[config.mk]
export PLATFORM = sky130hd
export DESIGN_NAME = snake_frame_writer_flat
export DESIGN_NICKNAME = d
export VERILOG_FILES = /design/src/rtl/snake_pkg.sv /design/src/rtl/snake_frame_writer_if.sv /design/src/rtl/raster_counter.sv /design/src/rtl/snake_frame_writer.sv /design/src/flat_wrapper.sv
export SDC_FILE = /design/constraint.sdc
export NUM_CORES = 1
export LEC_CHECK = 0
export BUFFER_PORTS_ARGS = -buffer_cell sky130_fd_sc_hd__buf_2
export CAP_MARGIN = 5
export CELL_PAD_IN_SITES_DETAIL_PLACEMENT = 0
export CELL_PAD_IN_SITES_GLOBAL_PLACEMENT = 1
export CORE_MARGIN = 4
export CORE_UTILIZATION = 37
export DETAILED_ROUTE_END_ITERATION = 8
export PLACE_DENSITY = 0.75
export SETUP_SLACK_MARGIN = 0.1
export SLEW_MARGIN = 20
export SYNTH_ARGS = -nofsm -noshare
export SYNTH_HDL_FRONTEND = slang
export SYNTH_SLANG_ARGS = --single-unit
[constraint.sdc]
create_clock -name draw_clk -period 1.85 [get_ports draw_clk]
set_clock_uncertainty 0.05 [all_clocks]
set_input_delay 0.185 -clock draw_clk [delete_from_list [all_inputs] [get_ports draw_clk]]
set_output_delay 0.185 -clock draw_clk [all_outputs]
set_load 0.05 [all_outputs]
[src/rtl/snake_pkg.sv]
// snake_pkg: shared state encoding, colour type and default raster geometry for the snake frame path
package snake_pkg;
  typedef enum logic [2:0] {IDLE, CLEAR, HANDOFF, SETTLE, CAPTURE, DONE} state_t;
  typedef logic [23:0] color_t;
  localparam int H_RES_DEF = 640;
  localparam int V_RES_DEF = 480;
  localparam int X_W = 10;
  localparam int Y_W = 9;
endpackage

[src/rtl/snake_frame_writer_if.sv]
// snake_frame_writer_if: producer draw handshake plus frame buffer write port
interface snake_frame_writer_if;
  import snake_pkg::*;
  logic           write_done;
  logic [X_W-1:0] rx;
  logic [Y_W-1:0] ry;
  logic           cleared;
  logic           fb_we;
  logic [X_W-1:0] fb_x;
  logic [Y_W-1:0] fb_y;
  color_t         fb_color;
  modport master (input write_done, rx, ry, output cleared, fb_we, fb_x, fb_y, fb_color);
  modport slave (output write_done, rx, ry, input cleared, fb_we, fb_x, fb_y, fb_color);
endinterface

[src/rtl/raster_counter.sv]
// raster_counter: x/y raster sweep with synchronous start, per-cycle step and last-pixel flag
module raster_counter
  import snake_pkg::*;
#(
  parameter int H_RES = H_RES_DEF,
  parameter int V_RES = V_RES_DEF
) (
  input  logic           draw_clk,
  input  logic           reset_n,
  input  logic           start,
  input  logic           step,
  output logic [X_W-1:0] x,
  output logic [Y_W-1:0] y,
  output logic           last
);
  logic last_x, last_y;
  assign last_x = x == X_W'(H_RES - 1);
  assign last_y = y == Y_W'(V_RES - 1);
  assign last = last_x && last_y;
  always_ff @(posedge draw_clk or negedge reset_n) begin
    if (!reset_n) begin
      x <= '0;
      y <= '0;
    end else if (start) begin
      x <= '0;
      y <= '0;
    end else if (step) begin
      x <= last_x ? '0 : x + 1'b1;
      y <= last_x ? (last_y ? '0 : y + 1'b1) : y;
    end
  end
endmodule

[src/rtl/snake_frame_writer.sv]
// snake_frame_writer: per-frame erase, producer handoff and capture of the snake pixel stream into the frame buffer
module snake_frame_writer
  import snake_pkg::*;
#(
  parameter int     H_RES      = H_RES_DEF,
  parameter int     V_RES      = V_RES_DEF,
  parameter int     MAX_PIXELS = 1600,
  parameter color_t BG_COLOR   = 24'h000000,
  parameter color_t FG_COLOR   = 24'h00FF00
) (
  input  logic                   draw_clk,
  input  logic                   reset_n,
  input  logic                   enable,
  input  logic                   frame_tick,
  snake_frame_writer_if.master   bus,
  output logic                   busy,
  output logic                   frame_done,
  output logic                   timeout_err,
  output logic [7:0]             overrun_cnt
);
  localparam int CW = $clog2(MAX_PIXELS + 1);
  state_t         state;
  logic           pending, go, in_range, last_pixel;
  logic [CW-1:0]  cap_cnt, cap_next;
  logic [X_W-1:0] rc_x;
  logic [Y_W-1:0] rc_y;
  assign go = state == IDLE && enable && (frame_tick || pending);
  assign in_range = 32'(bus.rx) < H_RES && 32'(bus.ry) < V_RES;
  assign cap_next = cap_cnt + 1'b1;
  raster_counter #(.H_RES(H_RES), .V_RES(V_RES)) u_raster (
    .draw_clk (draw_clk),
    .reset_n  (reset_n),
    .start    (go),
    .step     (state == CLEAR),
    .x        (rc_x),
    .y        (rc_y),
    .last     (last_pixel)
  );
  // Outputs are registered one cycle behind the state that produces them.
  always_ff @(posedge draw_clk or negedge reset_n) begin
    if (!reset_n) begin
      state        <= IDLE;
      pending      <= 1'b0;
      cap_cnt      <= '0;
      bus.cleared  <= 1'b0;
      bus.fb_we    <= 1'b0;
      bus.fb_x     <= '0;
      bus.fb_y     <= '0;
      bus.fb_color <= '0;
      busy         <= 1'b0;
      frame_done   <= 1'b0;
      timeout_err  <= 1'b0;
      overrun_cnt  <= '0;
    end else begin
      frame_done <= 1'b0;
      if (go) pending <= pending && frame_tick;
      else if (frame_tick) begin
        pending <= 1'b1;
        if (pending && overrun_cnt != 8'hFF) overrun_cnt <= overrun_cnt + 1'b1;
      end
      case (state)
        IDLE: if (go) begin
          state   <= CLEAR;
          busy    <= 1'b1;
          cap_cnt <= '0;
        end
        CLEAR: begin
          bus.fb_we    <= 1'b1;
          bus.fb_x     <= rc_x;
          bus.fb_y     <= rc_y;
          bus.fb_color <= BG_COLOR;
          if (last_pixel) state <= HANDOFF;
        end
        HANDOFF: begin
          bus.fb_we   <= 1'b0;
          bus.cleared <= 1'b1;
          state       <= SETTLE;
        end
        SETTLE: begin
          bus.cleared <= 1'b0;
          state       <= CAPTURE;
        end
        CAPTURE: begin
          bus.fb_we    <= !bus.write_done && in_range;
          bus.fb_x     <= bus.rx;
          bus.fb_y     <= bus.ry;
          bus.fb_color <= FG_COLOR;
          if (bus.write_done) state <= DONE;
          else if (in_range) begin
            cap_cnt <= cap_next;
            if (cap_next == CW'(MAX_PIXELS)) begin
              timeout_err <= 1'b1;
              state       <= DONE;
            end
          end
        end
        DONE: begin
          bus.fb_we  <= 1'b0;
          frame_done <= 1'b1;
          busy       <= 1'b0;
          state      <= IDLE;
        end
        default: state <= IDLE;
      endcase
    end
  end
endmodule

[src/flat_wrapper.sv]
// flat-port wrapper written by rule: the top's interface ports become plain ports
module snake_frame_writer_flat import snake_pkg::*;
#(
  parameter int     H_RES      = H_RES_DEF,
  parameter int     V_RES      = V_RES_DEF,
  parameter int     MAX_PIXELS = 1600,
  parameter color_t BG_COLOR   = 24'h000000,
  parameter color_t FG_COLOR   = 24'h00FF00
)
  (draw_clk, reset_n, enable, frame_tick, busy, frame_done, timeout_err, overrun_cnt, bus_write_done, bus_rx, bus_ry, bus_cleared, bus_fb_we, bus_fb_x, bus_fb_y, bus_fb_color);
  snake_frame_writer_if bus_i ();
  input  logic draw_clk;
  input  logic reset_n;
  input  logic enable;
  input  logic frame_tick;
  output logic busy;
  output logic frame_done;
  output logic timeout_err;
  output logic [7:0] overrun_cnt;
  input wire logic [$bits(bus_i.write_done)-1:0] bus_write_done;
  input wire logic [$bits(bus_i.rx)-1:0] bus_rx;
  input wire logic [$bits(bus_i.ry)-1:0] bus_ry;
  output wire logic [$bits(bus_i.cleared)-1:0] bus_cleared;
  output wire logic [$bits(bus_i.fb_we)-1:0] bus_fb_we;
  output wire logic [$bits(bus_i.fb_x)-1:0] bus_fb_x;
  output wire logic [$bits(bus_i.fb_y)-1:0] bus_fb_y;
  output wire logic [$bits(bus_i.fb_color)-1:0] bus_fb_color;
  assign bus_i.write_done = bus_write_done;
  assign bus_i.rx = bus_rx;
  assign bus_i.ry = bus_ry;
  assign bus_cleared = bus_i.cleared;
  assign bus_fb_we = bus_i.fb_we;
  assign bus_fb_x = bus_i.fb_x;
  assign bus_fb_y = bus_i.fb_y;
  assign bus_fb_color = bus_i.fb_color;
  snake_frame_writer #(.H_RES(H_RES), .V_RES(V_RES), .MAX_PIXELS(MAX_PIXELS), .BG_COLOR(BG_COLOR), .FG_COLOR(FG_COLOR)) u_core (.draw_clk(draw_clk), .reset_n(reset_n), .enable(enable), .frame_tick(frame_tick), .bus(bus_i), .busy(busy), .frame_done(frame_done), .timeout_err(timeout_err), .overrun_cnt(overrun_cnt));
endmodule
# ---- After elaboration in Yosys (flattened, before gate mapping)
# Index checks and enable logic that the tools add are counted.
# Widths: inputs -> output; s select.
dict set report totals {
  ff_bits 90
  inputBits 24
  output_inout_bits 56
  wordCells 89
}
dict set report op_classes {
  addsub 4
  magnitude_cmp 2
  eq_ne 15
  mux 27
  bitwise 2
  n_reduce_logical 25
}
# cell count
set op_table {}
lappend op_table {{$pmux 24 s2} 1}
lappend op_table {{$mux 9} 4}
lappend op_table {{$mux 11} 3}
lappend op_table {{$mux 10} 3}
lappend op_table {{$pmux 11 s2} 1}
lappend op_table {{$pmux 10 s2} 1}
lappend op_table {{$pmux 9 s2} 1}
lappend op_table {{$mux 3} 5}
lappend op_table {{$pmux 3 s5} 1}
lappend op_table {{$reduce_bool 2->1} 7}
lappend op_table {{$reduce_and 4->1} 3}
lappend op_table {{$add 11x1->11 const B} 1}
lappend op_table {{$eq 11x11->1 const B} 1}
lappend op_table {{$add 10x1->10 const B} 1}
lappend op_table {{$eq 10x10->1 const B} 1}
lappend op_table {{$lt 10x10->1 const B} 1}
lappend op_table {{$add 9x1->9 const B} 1}
lappend op_table {{$eq 9x9->1 const B} 1}
lappend op_table {{$lt 9x9->1 const B} 1}
lappend op_table {{$add 8x1->8 const B} 1}
lappend op_table {{$ne 8x8->1 const B} 1}
lappend op_table {{$logic_and 1x1->1} 7}
lappend op_table {{$eq 3x2->1 const B} 2}
lappend op_table {{$eq 3x3->1 const B} 2}
lappend op_table {{15 further kinds} 24}

# ---- Logic depth before layout (Yosys ltp)
dict set report logic_depth {
  ltp_word 6
  mapped_depth 8
  ltp_nobuf 6
}

# ---- Modules after synthesis
# From an unflattened synthesis, not the netlist that was laid out.
dict set report hier_totals {
  cells_unflattened 384
  area_unflattened_um2 3769.9
}
# mod instances cells_each area_per_inst_um2 seq_area_each_um2
set by_module_without_submodules {}
lappend by_module_without_submodules {snake_frame_writer 1 279 2702.6 1201.2}
lappend by_module_without_submodules {raster_counter 1 105 1067.3 475.5}

# ---- Worst setup path before layout
# Ideal clock, no wire load.
dict set report synth_path {
  path_kind {register to register}
  start {reg u_core.overrun_cnt[0]}
  end {reg u_core.overrun_cnt[5]}
  setup_time_ps 145
  arrival_ps 1685
  required_ps 1655
  path_slack_ps -29
  path_stages_with_launch 7
  n_path_buf 0
  period_less_slack_ps 1879
  cell_sequence {dfrtp_1 > ha_1 > nand3_1 > o2111a_1 > nand4_1 > nor2_1 > xor2_1}
}
dict set report synth_via {
  elab_chain_cells 3
  word_cells_on_any_way 4
  cone_classes {add/sub (1); eq/ne (1); reduce/logical (2)}
}
# item line
set synth_rtl {}
lappend synth_rtl {{start, declared} snake_frame_writer.sv:19} ;# output logic [7:0] overrun_cnt
lappend synth_rtl {{start signal, assigned} snake_frame_writer.sv:59} ;# if (pending && overrun_cnt != 8'hFF) overrun_cnt <= overrun_cnt + 1'b1;
lappend synth_rtl {{parallel branches: the longest is 3 deep, another holds $add 8x1->8} --}
# Parallel ways; which one is timed is not known.
# A chain may end at the register's enable or synchronous reset.

# ---- Worst setup path after layout
dict set report layout_path {
  start {reg u_core.u_raster.y[0]}
  end {reg u_core.u_raster.y[3]}
}
dict set report layout_via {
  elab_chain_cells 5
  word_cells_on_any_way 6
  cone_classes {add/sub (1); eq/ne (1); mux (4)}
}
# item line
set layout_rtl {}
lappend layout_rtl {{start, declared} raster_counter.sv:13} ;# output logic [Y_W-1:0] y,
lappend layout_rtl {{start signal, assigned} raster_counter.sv:29} ;# y <= last_x ? (last_y ? '0 : y + 1'b1) : y;
lappend layout_rtl {{$add 9x1->9 or $eq 9x9->1 (tied branches)} {raster_counter.sv:29, raster_counter.sv:18}}
lappend layout_rtl {{$mux 9 * (2 in series)} raster_counter.sv:29}
lappend layout_rtl {{$mux 9 *} raster_counter.sv:27} ;# end else if (step) begin
lappend layout_rtl {{$mux 9 *} raster_counter.sv:24} ;# end else if (start) begin
# Mark *: on every way between the ends. The rest lies on a longest branch, timed or not. The select of a mux whose other input is x is not followed.

==> flow_summary.yaml <==
detailed_routing:
  dr_wl_met3_um: 544
  postRouteAntennaNets: 0
  via_count: 3054
  firstDrtPassIters: 5
  drc: 0
  wl_per_cell_um: 14.4
  wl_met1_mm: 3.92
  routed_via_density: 4.99
  wl_met2_mm: 4.25
  totalWireLength_mm: 8.79
  drtIter0Drc: 157
  dr.max_layer_used: "met4"
flow_run:
  drv_cap: 0
power_and_ir_drop:
  share_comb_of_total_power_pct: 52.2
  powerDensity_nw_per_um2: 1490
  p_sw_share_pct: 47.2
  total_power_mw: 6.85
  switching_power_mw: 3.24
  seqPwrFrac_pct: 32.1
  vdd_drop_max_v: 0.000978
  p_leak_nw: 2.16
  pwr-share-clk_pct: 15.7
  power.internal_mw: 3.62
placed_design:
  postPlaceCellArea_um2: 4120
  routabilityCongestion: 0.814
  port_buffers: 63
  pre_cts_ws_ps: -48.4
  hpwlAfterDp_mm: 6.15
cells_and_area:
  nets: 508
  fin_util_pct: 49.4
  layout_common_cells: "buf_2, dfrtp_1, nand2_1, buf_4, o21ai_0"
  final_area_um2: 4590
  antenna_cells: 0
  area_delta_synth_final_pct: 29.6
  drive_gt1_share_pct: 32.5
min_path:
  hold_depth: 3
  hp-class: "in2reg"
logic_synthesis:
  async_flop_share_pct: 100
  ys_warn_count: 0
  synth_edf_count: 0
  avgSynthCellArea_um2: 9.54
  synth_top_family_by_area: "simple AND/OR/NAND/NOR gates"
  synth_compound_area_share_pct: 15.0
  synth_cells: 371
  synth_seq_cells: 67
  synth.mux.area_fraction_pct: 3.99
  syn_area_um2: 3540
  synth_fa_ha_area_share_pct: 1.70
  ys.flop_type: "dfrtp_1"
  synth_xor_area_share_pct: 3.71
  synth-seq-area-share_pct: 47.4
  yosys.area_share.simple_pct: 20.7
  synth.distinct_cells: 53
grt:
  grt_overflow_total: 0
  track_usage_pct: 16.2
  grt_pass1_wl_mm: 14.7
  antenna_found_initial: 0
  grt_pass1_vias: 3047
  grt_start_max_net_pins: 68
clocking:
  cts_tree: "built"
  cts_buffer_depth: 2
  insertion_delay_ps: 340
  cts.sinks: 67
  cts_root_buf: "clkbuf_8"
  path_clk_slew_ps: 70
  h-tree-depth: 3
  cts_buffers: 9
worst_setup_path:
  crit_type: "reg2reg"
  critPathLaunchType: "register"
  r2r.worst_path.cells: 7
  path_buf_inv: 1
  worstPathRequired_ps: 2010
  critPathMaxFanout: 6
  crit_cells: 7
  crit_path_end_kind: "register"
  crit_family: "simple AND/OR/NAND/NOR gates"
  critPathArrivalTime_ps: 1980
  crit_path_max_incr_delay_ps: 440
  critPathSlowestCell: "dfrtp_1"
  cp_cell_sequence: "ha_4, nand4_1, nor4_2, buf_4, nor3b_1, o21ai_1, o31ai_2"
timing:
  report.final.slew_viol_count: 0
  rsz0062_at_grt: "true"
  worst_slack_ps: 32.0
  fmax_mhz: 550
  fin_crit_ps: 1820
  period_share_pct: 98.3
  setup_viol: 0
  tns_ps: 0
  hold_viol: 0
floorplanning:
  die_w_um: 106
  core_um2: 9280
  die_h_um: 106
  initial_utilization_pct: 38.1
  rows: 35
  die_area_um2: 11200
  ioPinCount: 80
outcome:
  status: "completed"
==> cell families after synthesis <==
logic type	after synthesis
buf+inv	40
xor+xnor	15
mux	14
other cells	1
simple gates	143
fa+ha+maj	5
flops	67
compound gates	86
==> cells in the mapped netlist (6+ instances only) <==
master | count | area, um^2
o21ai_1 | 8 | 40.0
nor2_1 | 24 | 90.1
dfrtp_1 | 67 | 1680
clkbuf_1 | 8 | 30.0
a22oi_1 | 7 | 52.6
nor3_1 | 6 | 30.0
xor2_1 | 10 | 87.6
o31ai_1 | 6 | 45.0
mux2i_1 | 13 | 130
nand4_1 | 12 | 75.1
nand3_1 | 14 | 70.1
buf_4 | 23 | 173
nor2b_1 | 7 | 43.8
a21oi_1 | 9 | 45.0
nand2b_1 | 6 | 37.5
nand2_1 | 49 | 184
o21ai_0 | 39 | 195
==> worst register-to-register path, stage by stage, from the launching register on <==
cell and delay (ps):
dfrtp_1 440, ha_4 180, nand4_1 130, nor4_2 350
buf_4 220, nor3b_1 60, o21ai_1 160, o31ai_2 100
==> state kept, by name, summed over array words and instances, names as in the netlist, 3 cells and up <==
signal              count
u_core.overrun_cnt      8
u_core.bus.fb_y         9
u_core.cap_cnt         11
u_core.bus.fb_x        10
u_core.u_raster.y       9
u_core.state            3
u_core.u_raster.x      10
==> through the flow <==
stage                     hold slack [ps]  cells
after floorplan                      -161    386
after global placement                188    577
after detailed placement              191    577
after CTS                            5.11    601
after global routing                 2.47    612
final                                20.0    612
==> timing repair <==
action	4_1_cts	5_1_grt
setup buffers	4	11
setup endpoints to repair	29	34
hold buffers	6	0
pin swaps	7	16
resized for setup	15	24
hold endpoints to repair	72	0
==> metal layers <==
layer	up-vias	GRT usage [%]
met1	1457	21.2
met2	89	26.2
met5	-	0
li1	1500	-
met3	8	4.96
met4	0	3.89
==> area by class of cell <==
type / count / area, um^2
Timing Repair Buffer: 120 / 793
Fill cell: 922 / 4700
Clock inverter: 2 / 12.5
Sequential cell: 67 / 1680
Clock buffer: 12 / 155
Inverter: 3 / 11.3
Multi-Input combinational cell: 279 / 1770
Tap cell: 129 / 161
==> worst paths after layout <==
path	start	end	slack, ps
max	u_core.u_raster.y[0]	u_core.u_raster.y[3]	30
min	bus_rx[7]	u_core.bus.fb_x[7]	20
max reg2reg	u_core.u_raster.y[0]	u_core.u_raster.y[3]	30
min reg2reg	u_core.bus.cleared	u_core.bus.cleared	420
max in group asynchronous	reset_n	u_core.overrun_cnt[0]	1090
min in group asynchronous	reset_n	u_core.cap_cnt[5]	360
==> power groups by stage <==
| stage | sequential (mW) | clock [mW] | combinational [mW] |
|---|---|---|---|
| after CTS | 2.20 | 1.12 | 3.52 |
| after global routing | 2.27 | 1.18 | 3.87 |
| after detailed placement | 2.21 | 0 | 3.39 |
| after global placement | 2.20 | 0 | 3.33 |
| final | 2.20 | 1.08 | 3.58 |
| after floorplan | 3.10 | 0 | 1.58 |
Note: power is estimated with default switching activity, not from simulation.
